### config.mk
export PLATFORM = sky130hd
export DESIGN_NAME = edge_gen_flat
export DESIGN_NICKNAME = d
export VERILOG_FILES = /design/src/rtl/nic_common_pkg.sv /design/src/rtl/edge_gen_if.sv /design/src/rtl/load_down_counter.sv /design/src/rtl/edge_gen.sv /design/src/flat_wrapper.sv
export SDC_FILE = /design/constraint.sdc
export NUM_CORES = 1
export LEC_CHECK = 0
export BUFFER_PORTS_ARGS = -buffer_cell sky130_fd_sc_hd__clkbuf_2
export CAP_MARGIN = 15
export CORE_AREA = 2 2 91 93
export CTS_CLUSTER_SIZE = 20
export DETAILED_ROUTE_END_ITERATION = 12
export DIE_AREA = 0 0 93 95
export GPL_TIMING_DRIVEN = 0
export PLACE_DENSITY = 0.74
export SYNTH_ARGS = -nofsm -noshare
export SYNTH_HDL_FRONTEND = slang
export SYNTH_SLANG_ARGS = --single-unit
### constraint.sdc
create_clock -name clock -period 2.85 [get_ports clock]
set_clock_uncertainty 0.2 [all_clocks]
set_input_delay 0.285 -clock clock [delete_from_list [all_inputs] [get_ports clock]]
set_output_delay 0.285 -clock clock [all_outputs]
set_load 0.01 [all_outputs]
### src/rtl/nic_common_pkg.sv
// rtl/nic_common_pkg.sv - shared NIC types and defaults
// Holds the edge_gen FSM state type and its default widths.
package nic_common_pkg;

  typedef enum logic [1:0] {IDLE, HIGH, LOW} edge_gen_state_t;

  localparam int EG_CNT_WIDTH   = 8;
  localparam int EG_PULSE_WIDTH = 16;

endpackage

### src/rtl/edge_gen_if.sv
// rtl/edge_gen_if.sv - command and waveform bundle for edge_gen
// The master drives the train request; the slave (edge_gen) returns the waveform and status.
interface edge_gen_if #(
  parameter int CNT_WIDTH   = nic_common_pkg::EG_CNT_WIDTH,
  parameter int PULSE_WIDTH = nic_common_pkg::EG_PULSE_WIDTH
) ();

  logic                   start;
  logic                   stop;
  logic [CNT_WIDTH-1:0]   high_cycles;
  logic [CNT_WIDTH-1:0]   low_cycles;
  logic [PULSE_WIDTH-1:0] pulse_count;
  logic                   signal;
  logic                   pos_edge;
  logic                   neg_edge;
  logic                   busy;
  logic                   done;

  modport master (
    output start, stop, high_cycles, low_cycles, pulse_count,
    input  signal, pos_edge, neg_edge, busy, done
  );

  modport slave (
    input  start, stop, high_cycles, low_cycles, pulse_count,
    output signal, pos_edge, neg_edge, busy, done
  );

endinterface

### src/rtl/load_down_counter.sv
// rtl/load_down_counter.sv - loadable down-counter with zero flag
// Load wins over enable; the count holds at zero rather than wrapping.
module load_down_counter #(
  parameter int WIDTH = 8
) (
  input  logic             clock,
  input  logic             reset,
  input  logic             load_i,
  input  logic [WIDTH-1:0] load_value_i,
  input  logic             enable_i,
  output logic [WIDTH-1:0] count_o,
  output logic             zero_o
);

  logic [WIDTH-1:0] count_q;
  logic [WIDTH-1:0] count_d;

  always_comb begin
    count_d = count_q;
    if (load_i) begin
      count_d = load_value_i;
    end else if (enable_i && (count_q != '0)) begin
      count_d = count_q - 1'b1;
    end
  end

  always_ff @(posedge clock or negedge reset) begin
    if (!reset) begin
      count_q <= '0;
    end else begin
      count_q <= count_d;
    end
  end

  assign count_o = count_q;
  assign zero_o  = (count_q == '0);

endmodule

### src/rtl/edge_gen.sv
// rtl/edge_gen.sv - programmable pulse-train generator
// HIGH/LOW phases are timed by a down-counter loaded with length-1; pulses are counted at each LOW end.
module edge_gen
  import nic_common_pkg::*;
#(
  parameter int CNT_WIDTH   = EG_CNT_WIDTH,
  parameter int PULSE_WIDTH = EG_PULSE_WIDTH
) (
  input  logic      clock,
  input  logic      reset,
  edge_gen_if.slave eg
);

  edge_gen_state_t        state_q;
  logic                   signal_q, pos_q, neg_q, busy_q, done_q, stop_q;
  logic [CNT_WIDTH-1:0]   high_m1_q, low_m1_q;
  logic [PULSE_WIDTH-1:0] target_q, pulses_q;

  logic                   ph_load, ph_zero;
  logic [CNT_WIDTH-1:0]   ph_value, ph_cnt;
  logic [CNT_WIDTH-1:0]   high_m1_in, low_m1_in;
  logic [PULSE_WIDTH-1:0] pulses_inc;
  logic                   finished;

  // Lengths 0 and 1 both map to a single-cycle phase.
  assign high_m1_in = (eg.high_cycles == '0) ? '0 : eg.high_cycles - 1'b1;
  assign low_m1_in  = (eg.low_cycles == '0) ? '0 : eg.low_cycles - 1'b1;
  assign pulses_inc = (pulses_q == '1) ? pulses_q : pulses_q + 1'b1;
  assign finished   = ((target_q != '0) && (pulses_inc == target_q)) || stop_q || eg.stop;

  always_comb begin
    ph_load  = 1'b0;
    ph_value = high_m1_q;
    case (state_q)
      IDLE: if (eg.start) begin
        ph_load  = 1'b1;
        ph_value = high_m1_in;
      end
      HIGH: if (ph_zero) begin
        ph_load  = 1'b1;
        ph_value = low_m1_q;
      end
      LOW: if (ph_zero && !finished) begin
        ph_load  = 1'b1;
        ph_value = high_m1_q;
      end
      default: ;
    endcase
  end

  load_down_counter #(.WIDTH(CNT_WIDTH)) u_phase_cnt (
    .clock        (clock),
    .reset        (reset),
    .load_i       (ph_load),
    .load_value_i (ph_value),
    .enable_i     (busy_q),
    .count_o      (ph_cnt),
    .zero_o       (ph_zero)
  );

  always_ff @(posedge clock or negedge reset) begin
    if (!reset) begin
      state_q   <= IDLE;
      signal_q  <= 1'b0;
      pos_q     <= 1'b0;
      neg_q     <= 1'b0;
      busy_q    <= 1'b0;
      done_q    <= 1'b0;
      stop_q    <= 1'b0;
      high_m1_q <= '0;
      low_m1_q  <= '0;
      target_q  <= '0;
      pulses_q  <= '0;
    end else begin
      pos_q  <= 1'b0;
      neg_q  <= 1'b0;
      done_q <= 1'b0;
      case (state_q)
        IDLE: if (eg.start) begin
          state_q   <= HIGH;
          signal_q  <= 1'b1;
          pos_q     <= 1'b1;
          busy_q    <= 1'b1;
          high_m1_q <= high_m1_in;
          low_m1_q  <= low_m1_in;
          target_q  <= eg.pulse_count;
          pulses_q  <= '0;
          stop_q    <= 1'b0;
        end
        HIGH: begin
          if (eg.stop) stop_q <= 1'b1;
          if (ph_zero) begin
            state_q  <= LOW;
            signal_q <= 1'b0;
            neg_q    <= 1'b1;
          end
        end
        LOW: begin
          if (eg.stop) stop_q <= 1'b1;
          if (ph_zero) begin
            pulses_q <= pulses_inc;
            if (finished) begin
              state_q <= IDLE;
              busy_q  <= 1'b0;
              done_q  <= 1'b1;
              stop_q  <= 1'b0;
            end else begin
              state_q  <= HIGH;
              signal_q <= 1'b1;
              pos_q    <= 1'b1;
            end
          end
        end
        default: state_q <= IDLE;
      endcase
    end
  end

  assign eg.signal   = signal_q;
  assign eg.pos_edge = pos_q;
  assign eg.neg_edge = neg_q;
  assign eg.busy     = busy_q;
  assign eg.done     = done_q;

  a_high_cnt_bound: assert property (@(posedge clock) disable iff (!reset)
    (state_q == HIGH) |-> (ph_cnt <= high_m1_q));

endmodule
### src/flat_wrapper.sv
// flat-port wrapper written by rule: the top's interface ports become plain ports
module edge_gen_flat import nic_common_pkg::*;
#(
  parameter int CNT_WIDTH   = EG_CNT_WIDTH,
  parameter int PULSE_WIDTH = EG_PULSE_WIDTH
)
  (clock, reset, eg_start, eg_stop, eg_high_cycles, eg_low_cycles, eg_pulse_count, eg_signal, eg_pos_edge, eg_neg_edge, eg_busy, eg_done);
  edge_gen_if #(.CNT_WIDTH(CNT_WIDTH), .PULSE_WIDTH(PULSE_WIDTH)) eg_i ();
  input  logic clock;
  input  logic reset;
  input wire logic [$bits(eg_i.start)-1:0] eg_start;
  input wire logic [$bits(eg_i.stop)-1:0] eg_stop;
  input wire logic [$bits(eg_i.high_cycles)-1:0] eg_high_cycles;
  input wire logic [$bits(eg_i.low_cycles)-1:0] eg_low_cycles;
  input wire logic [$bits(eg_i.pulse_count)-1:0] eg_pulse_count;
  output wire logic [$bits(eg_i.signal)-1:0] eg_signal;
  output wire logic [$bits(eg_i.pos_edge)-1:0] eg_pos_edge;
  output wire logic [$bits(eg_i.neg_edge)-1:0] eg_neg_edge;
  output wire logic [$bits(eg_i.busy)-1:0] eg_busy;
  output wire logic [$bits(eg_i.done)-1:0] eg_done;
  assign eg_i.start = eg_start;
  assign eg_i.stop = eg_stop;
  assign eg_i.high_cycles = eg_high_cycles;
  assign eg_i.low_cycles = eg_low_cycles;
  assign eg_i.pulse_count = eg_pulse_count;
  assign eg_signal = eg_i.signal;
  assign eg_pos_edge = eg_i.pos_edge;
  assign eg_neg_edge = eg_i.neg_edge;
  assign eg_busy = eg_i.busy;
  assign eg_done = eg_i.done;
  edge_gen #(.CNT_WIDTH(CNT_WIDTH), .PULSE_WIDTH(PULSE_WIDTH)) u_core (.clock(clock), .reset(reset), .eg(eg_i));
endmodule
# Word level (Yosys, flattened, before mapping)
# Index checks and enable logic that the tools add are counted.
# word_totals
reg_bits	64
output_inout_bits	5
ramBits	0
latchBits	0
n_memories	0
mem_bits_ro	0
input_bits	36
word_cells	86
# classes
bitwise_logic	0
n_reduce_logical	21
div_mod_pow	0
n_mux	40
n_eq_ne	9
n_addsub	4
n_mul	0
magnitude_cmp	0
shifts	0
# ops
operator	n
$mux W16	3
$mux W8	6
$pmux W16 S2	1
$logic_not A8 Y1	3
$sub A8 B1 Y8 const B	3
$mux W1	20
$add A16 B1 Y16 const B	1
$eq A16 B16 Y1	1
$eq A16 B16 Y1 const B	1
$pmux W8 S2	1
$reduce_bool A16 Y1	1
$pmux W1 S3	3
$reduce_bool A8 Y1	1
$mux W2	3
$ne A2 B1 Y1 const B	3
$pmux W2 S3	1
$reduce_and A3 Y1	2
$reduce_and A5 Y1	1
$ne A2 B2 Y1 const B	2
$pmux W1 S2	2
$reduce_and A2 Y1	2
$reduce_and A4 Y1	1
$reduce_bool A2 Y1	2
$logic_and A1 B1 Y1	3
6 further kinds	7

# Depth between registers and ports, before layout
# Gate-level depths: netlist of run 1.
# depth
ltp_word	11
depth_mapped	12
mapped_depth_nobuf	10

# Cells and area by module
# Synthesis of run 1 repeated with hierarchy kept, for this count alone.
# unflattened
cells_unflattened	465
hier_area_um2	4139.0
# modules_own_cells
mod	area_each_um2	instances	seq_area_each_um2	cells_per_inst
edge_gen	3611.0	1	1401.3	407
load_down_counter	528.0	1	200.2	58

# Worst setup path after synthesis of run 1
# No wires, ideal clock.
# synth_path
kind	reg-to-reg
startpoint	register u_core.pulses_q[4]
endpoint	register u_core.u_phase_cnt.count_q[0] (netlist: u_core.u_phase_cnt.count_o[0])
setup_time_ns	0.079
stages_incl_launch_ff	12
t_required_ns	2.571
setup_slack_ns	-0.176
arrival_time_ns	2.747
period_less_slack_ns	3.026
n_path_buf	2
cell_sequence	dfrtp_1 -> buf_2 -> nand4_2 -> or4_4 -> xnor2_2 -> or3_1 -> a221o_1 -> nor4_2 -> nor3_1 -> o21bai_2 -> buf_6 -> mux2i_1
# synth_between
elab_chain_cells	11
word_cells_on_any_way	13
classes_between	add/sub (1); eq/ne (2); mux (4); reduce/logical (6)
# synth_lines
item	line	source
start, declared	edge_gen.sv:17	logic [PULSE_WIDTH-1:0] target_q, pulses_q;
start signal, assigned	edge_gen.sv:101	pulses_q <= pulses_inc;
$add A16 B1 Y16 / $eq A16 B16 Y1 (equally long branches)	edge_gen.sv:28	assign pulses_inc = (pulses_q == '1) ? pulses_q : pulses_q + 1'b1;
$mux W16 (*)	edge_gen.sv:28	
$eq A16 B16 Y1 (*)	edge_gen.sv:29	assign finished = ((target_q != '0) && (pulses_inc == target_q)) || stop_q || eg.stop;
$logic_and A1 B1 Y1 (*)	edge_gen.sv:29	
$logic_or A1 B1 Y1 (*) (2 in a row)	edge_gen.sv:29	
$logic_not A1 Y1 (*)	edge_gen.sv:43	LOW: if (ph_zero && !finished) begin
$logic_and A1 B1 Y1 (*)	edge_gen.sv:43	
$mux W1 (*)	edge_gen.sv:43	
$pmux W1 S3 (*)	edge_gen.sv:34	case (state_q)
$mux W8 / $reduce_bool A2 Y1 (equally long branches)	-	
end signal, assigned	load_down_counter.sv:31	count_q <= count_d;
end, declared	load_down_counter.sv:15	logic [WIDTH-1:0] count_q;
# Mark *: on every way between the ends. The rest lies on a longest branch, timed or not.
# A chain may end at the register's enable or synchronous reset.

# Final worst setup path of run 1
# layout_path
startpoint	register u_core.pulses_q[0]
endpoint	register u_core.u_phase_cnt.count_q[0] (netlist: u_core.u_phase_cnt.count_o[0])
# The elaborated chain is that of the path after synthesis.

==> results of run 1 <==
cells in the mapped netlist, drive strengths merged (2+ instances only):
cell type / number / area, um2
dfrtp: 64 / 1602
nor2: 42 / 167.7
nand2: 39 / 146.4
o21ai: 34 / 170.2
xnor2: 27 / 244.0
a21oi: 20 / 100.1
mux2: 18 / 202.7
inv: 16 / 60.06
buf: 13 / 95.09
nand3: 13 / 75.07
nor3: 12 / 60.06
nor4: 12 / 102.6
a21o: 10 / 75.07
mux2i: 10 / 100.1
nand4: 10 / 98.84
clkbuf: 9 / 35.03
ha: 8 / 100.1
xor2: 7 / 61.31
a221oi: 6 / 52.55
and3: 5 / 36.28
and4: 5 / 48.80
nand2b: 5 / 31.28
o31ai: 5 / 37.54
o211ai: 4 / 30.03
or3: 4 / 25.02
a211oi: 3 / 22.52
a31oi: 3 / 18.77
nor2b: 3 / 18.77
o221ai: 3 / 26.28
a2111oi: 2 / 42.54
a22o: 2 / 17.52
a41oi: 2 / 17.52
and2: 2 / 12.51
nor3b: 2 / 15.01
or2: 2 / 12.51
registers in the layout (all words and copies together) (netlist names):
register / cells
u_core.eg.done: 1
u_core.eg.signal: 1
u_core.state_q: 2
u_core.low_m1_q: 8
u_core.u_phase_cnt.count_o: 8
u_core.pulses_q: 16
u_core.eg.busy: 1
u_core.target_q: 16
u_core.eg.pos_edge: 1
u_core.stop_q: 1
u_core.high_m1_q: 8
u_core.eg.neg_edge: 1
worst paths after layout:
kind                                                 end  cells past startpoint
setup / recovery           u_core.u_phase_cnt.count_o[0]                     12
hold / removal                             u_core.stop_q                      3
setup reg to reg           u_core.u_phase_cnt.count_o[0]                     12
hold reg to reg                      u_core.high_m1_q[6]                      1
max in group asynchronous            u_core.pulses_q[11]                      2
min in group asynchronous             u_core.target_q[2]                      2
cell type report:
cell class | instances | area (um2)
Buffer | 20 | 143.9
Clock buffer | 9 | 123.9
Fill cell | 674 | 2688
Tap cell | 105 | 131.4
Multi-Input combinational cell | 336 | 2444
Clock inverter | 7 | 96.34
Inverter | 17 | 63.81
Sequential cell | 64 | 1610
Timing Repair Buffer | 89 | 626.9
critical path, delay by kind of cell (launching register included):
| kind | cells | cell delay [ns] |
|---|---|---|
| compound gates | 4 | 0.85 |
| fa+ha+maj | 1 | 0.19 |
| buf+inv | 2 | 0.37 |
| flops | 1 | 0.42 |
| mux | 1 | 0.21 |
| simple gates | 4 | 0.83 |
kinds of logic after synthesis:
| family | count (synthesis) | share of synthesized area, % |
|---|---|---|
| AOI/OAI and AO/OA | 105 | 17.32 |
| muxes | 28 | 7.365 |
| DFF | 64 | 38.95 |
| buffers and inverters | 39 | 4.717 |
| xor gates and xnor gates | 34 | 7.426 |
| and+or+nand+nor | 161 | 21.79 |
| adders and majority gates | 8 | 2.435 |
power breakdown:
group / internal, mW / switching, mW
sequential: 1.23 / 0.342
clock: 0.493 / 0.381
combinational: 0.701 / 0.748
total: 2.42 / 1.47
metrics by stage:
step                      std cells  hold WS (ns)  total power, mW  setup TNS (ns)  area (um2)
after floorplan                 439       -0.2106            2.498         -0.7684        4145
final                           647       0.03681            3.894          -2.924        5240
after detailed placement        584        0.2670            2.929          -6.316        4479
after global placement          584        0.2612            2.874          -5.993        4477
after global routing            647       0.03978            4.137          -4.116        5240
after CTS                       637       0.02186            3.847          -4.473        5086
routing by layer:
metal	vias up	part of all wire [%]
met5	-	0
met3	26	4.4
met1	1827	42
li1	1794	-
met2	123	51
met4	0	2.6
repair_timing:
item / in CTS / in global routing
gates cloned: 0 / 0
setup buffers: 19 / 12
hold buffers: 18 / 0
setup endpoints to repair: 13 / 36
pin swaps: 14 / 13
gates resized for setup: 22 / 24
endpoints found under the hold margin: 81 / 0
==> metrics.md, run 1 <==
| Metric | Value |
|---|---|
| Core Area | slightly below 8000 um2 |
| DRT Wirelength | 10,960 um |
| Critical path required time | 2.92 ns |
| Vias | 3,770 |
| R2r setup slk | -0.32 ns |
| Chip height | 95 um |
| Yosys warning total | 0 |
| Die ar. | around 8800 um2 |
| Setup crit end kind | flip-flop |
| Slowest stage cell, crit path | dfrtp_2 |
| RSZ-0062 raised after global routing | true |
| Met2 usage | a little over two fifths |
| Failing checks | setup timing |
| Total gr overflow | 0 |
| Max clock buf depth | 2 |
| DP Wirelength | about 7400 um |
| Met1 usage | a little under a third |
| CTS Buf Count | 9 |
| Crit path DAT | approximately 3.2 ns |
| Fin nets | slightly below 600 |
| FFs w/ async S/R, synth | between 90% and 100% |
| Cells after synthesis | roughly 440 |
| Max VDD drop | 0.4855 mV |
| Max Fclk | 0.3157 GHz |
| Hold WC Path Type | in2reg |
| Hold wc startpoint | eg_stop |
| Worst setup margin | -0.3181 ns |
| Starting Density | around 52% |
| Register area share after synthesis | about two fifths |
| Crit-path max FO | 8 |
| Max-Cap Viols | 0 |
| GRT Max-Usage Layer | met2 |
| Post-layout minimum cycle time | between 3 and 4 ns |
| Post-synth net total | 483 |
| RR Startpoint | u_core.pulses_q[0] |
| P per Cell Area | 743.2 nW/um2 |
| Htree depth | 3 |
| Worst skew pair latency | ~0.35 ns |
| Layout area overhead | 27.45% |
| Met3 Use GR | 5.347% |
| Commonest non-fill, non-tap cell in the layout | dfrtp_1 |
| Pre-CTS WS | -0.6390 ns |
| Gr usage total | 25.47% |
| Worst setup SP type | flip-flop |
| Hold Violations, Final | 0 |
| Placer congestion estimate | 0.9124 |
| Vias/cell | slightly below 6 |
| Clk sinks | 64 |
| Initial antenna violation count | 0 |
| Crit path kind | reg2reg |
| Commonest non-fill, non-tap cells in the layout | dfrtp_1, clkbuf_2, nand2_1, nor2_1 |
| Netlist Area Pre-Place | 4111 um2 |
| Synth Flop Type | dfrtp_1 |
| Post-route core utilization | 66.10% |
| Number of synthesized flops with an enable pin | 0 |
| Critical path's largest stage delay | 0.42 ns |
| DRC Markers | 0 |
| Initial DRC Count | 265 |
| Leakage power | roughly 2.4 nW |
| Routed len/inst | between 15 and 20 um |
| Syn_area_per_cell | around 9.4 um2 |
| Clock transition at path regs | 0.07 ns |
| Register bit total from synthesis | 64 |
| Router iterations before antenna repair | 5 |
| # diodes | 0 |
| Outcome | finished with violations |
| Largest net degree at the start of global routing | 65 |
| Row cnt | 33 |
| Number of global-route vias before repair | 3,523 |
| Setup violators final | 13 |
| Port Buffer Count | 40 |
| Root buffer cell | clkbuf_8 |
| Share of cells above drive strength 1 | between 20% and 30% |
| Antenna Nets Post-Route | 0 |
| Slew at the pin closest to its max-slew limit | just under 0.9 ns |
| Period utilization | 111.2% |
| Crit. Startpoint | u_core.pulses_q[0] |
| Slew Limit Headroom | a little over two fifths |
| Worst-path cell chain | ha_4 -> and3_4 -> nand4_4 -> buf_4 -> a41oi_2 -> o221ai_1 -> a2111o_1 -> nor4_4 -> nor3_2 -> o21bai_2 -> buf_6 -> mux2i_1 |
| First-pass GRT wire length | 17,260 um |
| Netlist cell types | 67 |
| CTS tree | yes |
| IO Pins | around 40 |
| Die span in x | approximately 93 um |
| Slew Viols, Final | 0 |
(Power assumes the default switching activity.)
==> run 2, diff against run 1 <==
--- a/config.mk
+++ b/config.mk
@@ -5,12 +5,12 @@
 export SDC_FILE = /design/constraint.sdc
 export NUM_CORES = 1
 export LEC_CHECK = 0
-export BUFFER_PORTS_ARGS = -buffer_cell sky130_fd_sc_hd__clkbuf_2
 export CAP_MARGIN = 15
-export CORE_AREA = 2 2 91 93
+export CORE_AREA = 2 2 88 90
 export CTS_CLUSTER_SIZE = 20
 export DETAILED_ROUTE_END_ITERATION = 12
-export DIE_AREA = 0 0 93 95
+export DIE_AREA = 0 0 90 92
+export DONT_BUFFER_PORTS = 1
 export GPL_TIMING_DRIVEN = 0
 export PLACE_DENSITY = 0.74
 export SYNTH_ARGS = -nofsm -noshare
==> metrics.md, run 2 (synthesis gave the netlist of run 1 again) <==
| Metric | Value |
|---|---|
| Fin nets | 552 (was 581) |
| FILL cells | 578 (was 674) |
| Initial antenna violation count | 0 (unchanged) |
| Htree depth | 3 (unchanged) |
| Area of the multi-input gates | 2392 um2 (was 2444 um2) |
| Worst setup SP type | flip-flop (unchanged) |
| Layout area overhead | 24.07% (was 27.45%) |
| Crit path DAT | 3.32 ns (was 3.24 ns) |
| Largest net degree at the start of global routing | 65 (unchanged) |
| IO Pins | 41 (unchanged) |
| Starting Density | 55.21% (was 51.86%) |
| CTS Buf Count | 9 (unchanged) |
| Clk sinks | 64 (unchanged) |
| Total gr overflow | 0 (unchanged) |
| Max Fclk | 0.3071 GHz (was 0.3157 GHz) |
| Slowest stage cell, crit path | or4_4 (was dfrtp_2) |
| Reg area | 1609 um2 (was 1610 um2) |
| Gr usage total | 26.33% (was 25.47%) |
| Max-Cap Viols | 0 (unchanged) |
| Final total power | 3.830 mW (was 3.894 mW) |
| Post-layout minimum cycle time | 3.257 ns (was 3.168 ns) |
| Placer congestion estimate | 0.8831 (was 0.9124) |
| Failing checks | setup timing (unchanged) |
| P per Cell Area | 750.8 nW/um2 (was 743.2 nW/um2) |
| Share of cells above drive strength 1 | 23.20% (was 29.89%) |
| Largest delay share family, worst path | simple AND/OR/NAND/NOR gates (was compound AO/OA/AOI/OAI gates) |
| Crit-path max FO | 8 (unchanged) |
| Critical path's largest stage delay | 0.56 ns (was 0.42 ns) |
| Vias/cell | 6.106 (was 5.827) |
| Row cnt | 32 (was 33) |
| Initial DRC Count | 288 (was 265) |
| CTS tree | yes (unchanged) |
| Setup crit end kind | flip-flop (unchanged) |
| RSZ-0062 raised after global routing | true (unchanged) |
| Hold WC Path Type | in2reg (unchanged) |
| Antenna Nets Post-Route | 0 (unchanged) |
| Die ar. | 8280 um2 (was 8835 um2) |
| Vias | 3,755 (was 3,770) |
| Top Registers | u_core.pulses_q x16, u_core.target_q x16 (unchanged) |
| Post-Layout Cell Count | 615 (was 647) |
| Setup violators final | 13 (unchanged) |
| Buf+Inv Stages, Crit Path | 1 (was 2) |
| R2r setup slk | -0.41 ns (was -0.32 ns) |
| Slew Limit Headroom | 47.18% (was 42.17%) |
| Hold Violations, Final | 0 (unchanged) |
| Die span in x | 90 um (was 93 um) |
| Worst setup margin | -0.4067 ns (was -0.3181 ns) |
| Core Area | 7447 um2 (was 7928 um2) |
| Worst-path cell chain | nand4_4 -> or4_4 -> xnor2_2 -> or3_1 -> a221o_1 -> nor4_4 -> nor3_2 -> o21bai_2 -> buf_6 -> mux2i_1 (was ha_4 -> and3_4 -> nand4_4 -> buf_4 -> a41oi_2 -> o221ai_1 -> a2111o_1 -> nor4_4 -> nor3_2 -> o21bai_2 -> buf_6 -> mux2i_1) |
| Number of global-route vias before repair | 3,671 (was 3,523) |
| Leakage power | 2.237 nW (was 2.392 nW) |
| Crit path kind | reg2reg (unchanged) |
| Chip height | 92 um (was 95 um) |
| Placed cells | 541 (was 584) |
| Slew Viols, Final | 0 (unchanged) |
| DP Wirelength | 7132 um (was 7399 um) |
| Slew at the pin closest to its max-slew limit | 0.7840 ns (was 0.8674 ns) |
| Root buffer cell | clkbuf_8 (unchanged) |
| Port Buffer Count | 0 (was 40) |
| Period utilization | 114.3% (was 111.2%) |
| Routed len/inst | 17.63 um (was 16.94 um) |
| Outcome | finished with violations (unchanged) |
| DRT Wirelength | 10,840 um (was 10,960 um) |
| Router iterations before antenna repair | 5 (unchanged) |
| DRC Markers | 0 (unchanged) |
| # diodes | 0 (unchanged) |
| Worst skew pair latency | 0.35 ns (about the same) |
| Commonest non-fill, non-tap cell in the layout | dfrtp_1 (unchanged) |
| Max clock buf depth | 2 (unchanged) |
| Max VDD drop | 0.4398 mV (was 0.4855 mV) |
| Critical path required time | 2.91 ns (was 2.92 ns) |
| First-pass GRT wire length | 17,530 um (was 17,260 um) |
| Clock transition at path regs | 0.08 ns (was 0.07 ns) |
| Commonest non-fill, non-tap cells in the layout | dfrtp_1, nand2_1, nor2_1 (was dfrtp_1, clkbuf_2, nand2_1, nor2_1) |
## run 2: changes by cell type in the layout (fill, tap and decap cells not counted), moves of 2 or more
cell           change
buf_4              +2
buf_6              -2
clkbuf_2          -39
clkinv_4           -2
clkinvlp_4         +3
dlygate4sd3_1     +10
nand3_4            -2
nor4_2             +2
nor4_4             -2
## run 2: worst min-delay path: stages
cell and delay (ns):
inv_1 0.07, a211oi_1 0.08, nor2_1 0.08
## run 2: repair_timing
| action | 4_1_cts | 5_1_grt |
|---|---|---|
| resized for setup | 19 | 13 |
| endpoints found under the setup margin | 13 | 33 |
| cloned | 0 | 0 |
| hold buffers | 29 | 0 |
| setup buffers | 15 | 14 |
| pin swaps | 6 | 10 |
| hold endpoints to repair | 93 | 0 |
## run 2: final cells by class
type	count	area share (%)
buffer	22	3.189
clock buffer	9	2.428
clock inverter	7	1.889
inverter	17	1.251
multi-input combinational	336	46.90
sequential	64	31.54
tap	102	2.502
timing repair buffer	58	10.30
## run 2: routing by layer
layer  track usage (%)  wire [um]
met1             31.47       4239
met2             46.30       5589
met3             5.259        700
met4             11.28        313
met5                 0          0
## run 2: power breakdown
part | switching, mW | total [mW] | internal [mW]
sequential | 0.341 | 1.57 | 1.23
combinational | 0.728 | 1.39 | 0.661
clock | 0.380 | 0.871 | 0.492
total | 1.45 | 3.83 | 2.38
## run 2: path summary, 6_finish.rpt
kind / startpoint / to / cells after the start
worst max-delay path: u_core.pulses_q[7] / u_core.u_phase_cnt.count_o[5] / 10
worst min-delay path: eg_low_cycles[6] / u_core.low_m1_q[6] / 3
worst max register to register: u_core.pulses_q[7] / u_core.u_phase_cnt.count_o[5] / 10
worst min register to register: u_core.high_m1_q[2] / u_core.high_m1_q[2] / 1
max in group asynchronous: reset / u_core.pulses_q[1] / 2
min in group asynchronous: reset / u_core.stop_q / 2
## run 2: through the flow
stage / utilization (%) / hold WS [ns] / setup slack (ns) / cell area [um2] / setup TNS (ns)
after floorplan: - / -0.2106 / -0.09604 / 4145 / -0.7684
after global placement: 57.38 / -0.2076 / -0.5031 / 4273 / -5.194
after detailed placement: 57.38 / -0.2083 / -0.5400 / 4273 / -5.427
after CTS: 66.72 / 0.002667 / -0.3179 / 4969 / -2.901
after global routing: 68.50 / 0.01399 / -0.5304 / 5101 / -5.692
final: 68.50 / 0.001709 / -0.4067 / 5101 / -4.270
